`src/rtl/keyscan_if.sv`:
```
// rtl/keyscan_if.sv - keypad matrix pins and debounced key-state bundle for keyscan
interface keyscan_if;
    logic [3:0]  row_in;
    logic [3:0]  col_out;
    logic [15:0] keys;
    logic        key_press;
    logic        frame_end;

    modport master (
        input  row_in,
        output col_out,
        output keys,
        output key_press,
        output frame_end
    );

    modport slave (
        output row_in,
        input  col_out,
        input  keys,
        input  key_press,
        input  frame_end
    );
endinterface

```
`src/rtl/keyscan.sv`:
```
// rtl/keyscan.sv - 4x4 keypad column scanner with multi-frame debounce
// Optional ghost-frame rejection is enabled by defining KEYSCAN_GHOST_REJECT_EN.
module keyscan #(
    parameter int unsigned SCAN_DIV   = 1000,
    parameter int unsigned DEB_FRAMES = 4
) (
    input  logic      clock,
    input  logic      reset,
    keyscan_if.master kp
);

    localparam logic [15:0] DIV_LAST   = 16'(SCAN_DIV - 1);
    localparam logic [3:0]  CNT_COMMIT = 4'(DEB_FRAMES - 1);
    localparam logic [3:0]  CNT_HOLD   = 4'(DEB_FRAMES);

    logic [15:0] div_q, div_d;
    logic [1:0]  col_idx_q, col_idx_d;
    logic [3:0]  col_out_q, col_out_d;
    logic [11:0] snap_q, snap_d;
    logic [15:0] cand_q, cand_d;
    logic [3:0]  cnt_q, cnt_d;
    logic [15:0] keys_q, keys_d;
    logic        key_press_q, key_press_d;

    logic        last_slot;
    logic        frame_last;
    logic [3:0]  col_sample;
    logic [15:0] frame_f;
    logic        ghost;

`ifdef KEYSCAN_GHOST_REJECT_EN
    // Two columns sharing two pressed rows cannot be resolved on a diode-less matrix.
    function automatic logic is_ghost(input logic [15:0] f);
        logic       hit;
        logic [3:0] ov;
        hit = 1'b0;
        for (int c1 = 0; c1 < 3; c1++) begin
            for (int c2 = c1 + 1; c2 < 4; c2++) begin
                ov = f[c1*4 +: 4] & f[c2*4 +: 4];
                if ((ov & 4'(ov - 4'd1)) != 4'd0) begin
                    hit = 1'b1;
                end
            end
        end
        return hit;
    endfunction
`endif

    always_comb begin
        last_slot  = (div_q == DIV_LAST);
        frame_last = last_slot && (col_idx_q == 2'd3);
        col_sample = ~kp.row_in;
        frame_f    = {col_sample, snap_q};
`ifdef KEYSCAN_GHOST_REJECT_EN
        ghost      = is_ghost(frame_f);
`else
        ghost      = 1'b0;
`endif

        div_d       = div_q + 16'd1;
        col_idx_d   = col_idx_q;
        snap_d      = snap_q;
        cand_d      = cand_q;
        cnt_d       = cnt_q;
        keys_d      = keys_q;
        key_press_d = 1'b0;

        if (last_slot) begin
            div_d     = 16'd0;
            col_idx_d = col_idx_q + 2'd1;
            if (col_idx_q != 2'd3) begin
                snap_d[{col_idx_q, 2'b00} +: 4] = col_sample;
            end
        end
        col_out_d = ~(4'b0001 << col_idx_d);

        // The last column is not stored; it completes the frame directly.
        if (frame_last) begin
            if (ghost) begin
                cnt_d = 4'd0;
            end else if (frame_f != cand_q) begin
                cand_d = frame_f;
                cnt_d  = 4'd1;
            end else if (cnt_q < CNT_COMMIT) begin
                cnt_d = cnt_q + 4'd1;
            end else if (cnt_q == CNT_COMMIT) begin
                cnt_d       = CNT_HOLD;
                keys_d      = frame_f;
                key_press_d = |(frame_f & ~keys_q);
            end
        end
    end

    always_ff @(posedge clock) begin
        if (!reset) begin
            div_q       <= 16'd0;
            col_idx_q   <= 2'd0;
            col_out_q   <= 4'b1110;
            snap_q      <= 12'd0;
            cand_q      <= 16'd0;
            cnt_q       <= 4'd0;
            keys_q      <= 16'd0;
            key_press_q <= 1'b0;
        end else begin
            div_q       <= div_d;
            col_idx_q   <= col_idx_d;
            col_out_q   <= col_out_d;
            snap_q      <= snap_d;
            cand_q      <= cand_d;
            cnt_q       <= cnt_d;
            keys_q      <= keys_d;
            key_press_q <= key_press_d;
        end
    end

    assign kp.col_out   = col_out_q;
    assign kp.keys      = keys_q;
    assign kp.key_press = key_press_q;
    assign kp.frame_end = frame_last;

endmodule

```
`src/flat_wrapper.sv`:
```
// flat-port wrapper written by rule: the top's interface ports become plain ports
module keyscan_flat 
#(
    parameter int unsigned SCAN_DIV   = 1000,
    parameter int unsigned DEB_FRAMES = 4
)
  (clock, reset, kp_row_in, kp_col_out, kp_keys, kp_key_press, kp_frame_end);
  keyscan_if kp_i ();
  input  logic clock;
  input  logic reset;
  input wire logic [$bits(kp_i.row_in)-1:0] kp_row_in;
  output wire logic [$bits(kp_i.col_out)-1:0] kp_col_out;
  output wire logic [$bits(kp_i.keys)-1:0] kp_keys;
  output wire logic [$bits(kp_i.key_press)-1:0] kp_key_press;
  output wire logic [$bits(kp_i.frame_end)-1:0] kp_frame_end;
  assign kp_i.row_in = kp_row_in;
  assign kp_col_out = kp_i.col_out;
  assign kp_keys = kp_i.keys;
  assign kp_key_press = kp_i.key_press;
  assign kp_frame_end = kp_i.frame_end;
  keyscan #(.SCAN_DIV(SCAN_DIV), .DEB_FRAMES(DEB_FRAMES)) u_core (.clock(clock), .reset(reset), .kp(kp_i));
endmodule
```
`config.mk`:
```
export PLATFORM = sky130hd
export DESIGN_NAME = keyscan_flat
export DESIGN_NICKNAME = d
export VERILOG_FILES = /design/src/rtl/keyscan_if.sv /design/src/rtl/keyscan.sv /design/src/flat_wrapper.sv
export SDC_FILE = /design/constraint.sdc
export NUM_CORES = 1
export LEC_CHECK = 0
export ABC_CLOCK_PERIOD_IN_PS = 1800
export BUFFER_PORTS_ARGS = -buffer_cell sky130_fd_sc_hd__buf_2
export CAP_MARGIN = 20
export CORE_UTILIZATION = 53
export DETAILED_ROUTE_END_ITERATION = 6
export HOLD_SLACK_MARGIN = 0.05
export PLACE_DENSITY = 0.75
export SLEW_MARGIN = 20
export SYNTH_ARGS = -nofsm -noshare
export SYNTH_HDL_FRONTEND = slang
export SYNTH_SLANG_ARGS = --single-unit
export TNS_END_PERCENT = 30
```
`constraint.sdc`:
```
create_clock -name clock -period 1.8 [get_ports clock]
set_input_delay 0.09 -clock clock [delete_from_list [all_inputs] [get_ports clock]]
set_output_delay 0.09 -clock clock [all_outputs]
set_load 0.01 [all_outputs]
```
==> flow_metrics.tcl <==
set metrics [dict create \
    final-hold-violation-count 0 \
    cp-start-kind "register" \
    clk_pin_slew_worst_paths_ns 0.09 \
    worst_slack_ns -0.208 \
    critPathBufInv 1 \
    grt_antenna_before_repair 0 \
    yosys.area.top_type_share 0.419 \
    insertion_delay_ns 0.36 \
    rsz0062_at_grt "yes" \
    synth_ff_type "dfxtp_1" \
    layout.cells.non_filler 550 \
    dieHeight_um 82.0 \
    ys_warn_count 0 \
    path_class "reg -> reg" \
    diodes 0 \
    end_kind "register" \
    peakVddDrop_mv 0.817 \
    grt_max_degree 50 \
    hold_slack_ns 0.0898 \
    wirelength_um 9680 \
    cts.sinks 71 \
    die_x_um 82.0 \
    leakage_nw 1.69 \
    hp-class "in -> reg" \
    io_buffers 27 \
    cpLargestDelayFamily "simple AND/OR/NAND/NOR gates" \
    drc 0 \
    cts_buffers 9 \
    post_drt_wl_per_cell_um 17.6 \
    synthCells 387 \
    drive_gt1_frac 0.343 \
    core_area_um2 6060 \
    root_buffer "clkbuf_8" \
    grt_pass1_vias 3047 \
    ys_seq_area_frac 0.419 \
    h-tree-depth 3 \
    synth_nets 400 \
    avgSynthCellArea_um2 8.76 \
    synth_area_leaders "dfxtp_1 42%, nor2_1 5.2%, xnor2_1 4.9%" \
    io_pins 28 \
    outcome "complete, but fails checks" \
    die_area_um2 6720 \
    syn_to_final_growth_pct 33.3 \
    crit_slowest_cell "or4_4" \
    grt_pass1_wl_um 14500 \
    synth_area_leader_cell "dfxtp_1" \
    post-route-period-util 1.12 \
    cts_tree "yes" \
    synthDistinctLibCells 40 \
    initial_core_util 0.559 \
    antenna_left 0 \
    gr-total-overflow 0 \
    fin_skew_ns 0.0157 \
    slew_violations 0 \
    worstPathArrival_ns 2.22 \
    worstMarginPinSlew_ns 0.567 \
    p_per_area_nw_per_um2 705 \
    place_hpwl_um 5810 \
    crit_chain "xor2_1 -> nand4_1 -> buf_4 -> or4_4 -> a21oi_2 -> a211oi_1" \
    violations "setup timing" \
    drt_iter0_drc 257 \
    netlist_area_um2 3390 \
    synth-edff-count 0 \
    vias 3287 \
    min_period_ns 2.01 \
    drv_cap 0 \
    clock_path_buffers 2 \
    slew_headroom 0.622 \
    vias_per_cell 5.98 \
    cp_max_fo 8 \
    grt_usage 0.294 \
    ys_ff_latch 71 \
    ys_async_sr_fraction 0 \
    dr.pass1.iters 5 \
    setup_viol 37 \
    max_stage_delay_ns 0.56 \
    fmax_ghz 0.498 \
    rows 28 \
    post-place-cells 521 \
    cp_data_required_time_ns 2.01 \
    place_congestion 0.851 \
    nets 483 \
    pre_cts_slack_ns -0.150 \
]
[cell families (layout without fill, tap and decap cells)]
family                   after synthesis  after routing  share of synthesized area
AND/OR/NAND/NOR                      140            143                      0.237
AO/OA/AOI/OAI                         82             82                      0.141
flip-flops                            71             71                      0.419
buffers and inverters                 44            129                     0.0620
XOR/XNOR                              31             31                     0.0801
multiplexers                          12             12                     0.0354
adder cells (fa/ha/maj)                7              7                     0.0258
[cells in the final DEF (no fill, tap or decap), drive strengths merged, types with 2 or more instances in the layout]
cell type,instances
a211oi,8
a21oi,30
a31oi,5
and2,2
and3,6
and4,6
buf,96
bufinv,2
clkbuf,11
clkinv,2
dfxtp,71
ha,7
inv,16
mux2i,12
nand2,14
nand3,20
nand3b,2
nand4,22
nor2,47
nor3,7
nor3b,3
nor4,3
nor4b,3
o21ai,29
o22ai,7
or4,4
xnor2,19
xor2,12
[per-stage QoR]
stage               power [mW]  instance area [µm²]  TNS (ns)   util
floorplan                 1.69                 3400         0      -
global placement          1.74                 3940     -1.83  0.649
detailed placement        1.74                 3940     -3.32  0.649
CTS                       3.18                 4360   -0.0648  0.719
global route              3.27                 4520     -4.61  0.746
finish                    3.19                 4520     -3.97  0.746
[worst reg2reg max path: cells and delay by family, from the launching register on]
| family | cells | cell delay, ns |
|---|---|---|
| simple gates | 2 | 0.81 |
| flops | 1 | 0.35 |
| compound gates | 2 | 0.27 |
| buf+inv | 1 | 0.23 |
| xor+xnor | 1 | 0.19 |
[per-layer routing]
layer,GRT usage,part of all wire
met1,0.329,0.39
met2,0.494,0.49
met3,0.0978,0.082
met4,0.154,0.035
met5,0,0
[final timing paths]
kind	from	end	slack (ns)	cells after the start
max reg2reg	u_core.cand_q[15]	u_core.cand_q[12]	-0.21	6
min	kp_row_in[3]	u_core.kp.keys[15]	0.09	3
max	u_core.cand_q[15]	u_core.cand_q[12]	-0.21	6
min reg2reg	u_core.kp.keys[8]	u_core.kp.keys[8]	0.48	2
[cell usage after synthesis (all sizes together) (13+ instances only)]
cell type  number
clkbuf         13
xnor2          19
a21oi          30
nand2          14
o21ai          29
buf            15
nand4          22
inv            16
nand3          20
dfxtp          71
nor2           47
[state kept, by name, indices dropped and copies added (netlist names)]
name	count
u_core.cnt_q	4
u_core.div_q	16
u_core.kp.keys	16
u_core.snap_q	12
u_core.cand_q	16
u_core.col_idx_q	2
u_core.kp.col_out	4
u_core.kp.key_press	1
[where the power goes]
part | switching (mW) | internal [mW]
Sequential | 0.00585 | 1.57
Clock | 0.627 | 0.819
Combinational | 0.0950 | 0.0683
[final cells by class]
class	count	area [µm²]
Clock inverter	5	81.3
Multi-Input combinational cell	275	1960
Clock buffer	11	141
Timing Repair Buffer	97	748
Fill cell	410	1540
Sequential cell	71	1440
Tap cell	75	93.8
Inverter	16	60.1
[repair_timing]
| item | CTS | global route |
|---|---|---|
| hold buffers | 1 | 0 |
| setup endpoints to repair | 47 | 51 |
| gates cloned | 5 | 0 |
| hold endpoints to repair | 4 | 0 |
| setup buffers | 5 | 2 |
| gates resized for setup | 28 | 36 |
| pin swaps | 22 | 26 |
Power figures use the tool's default switching activity.
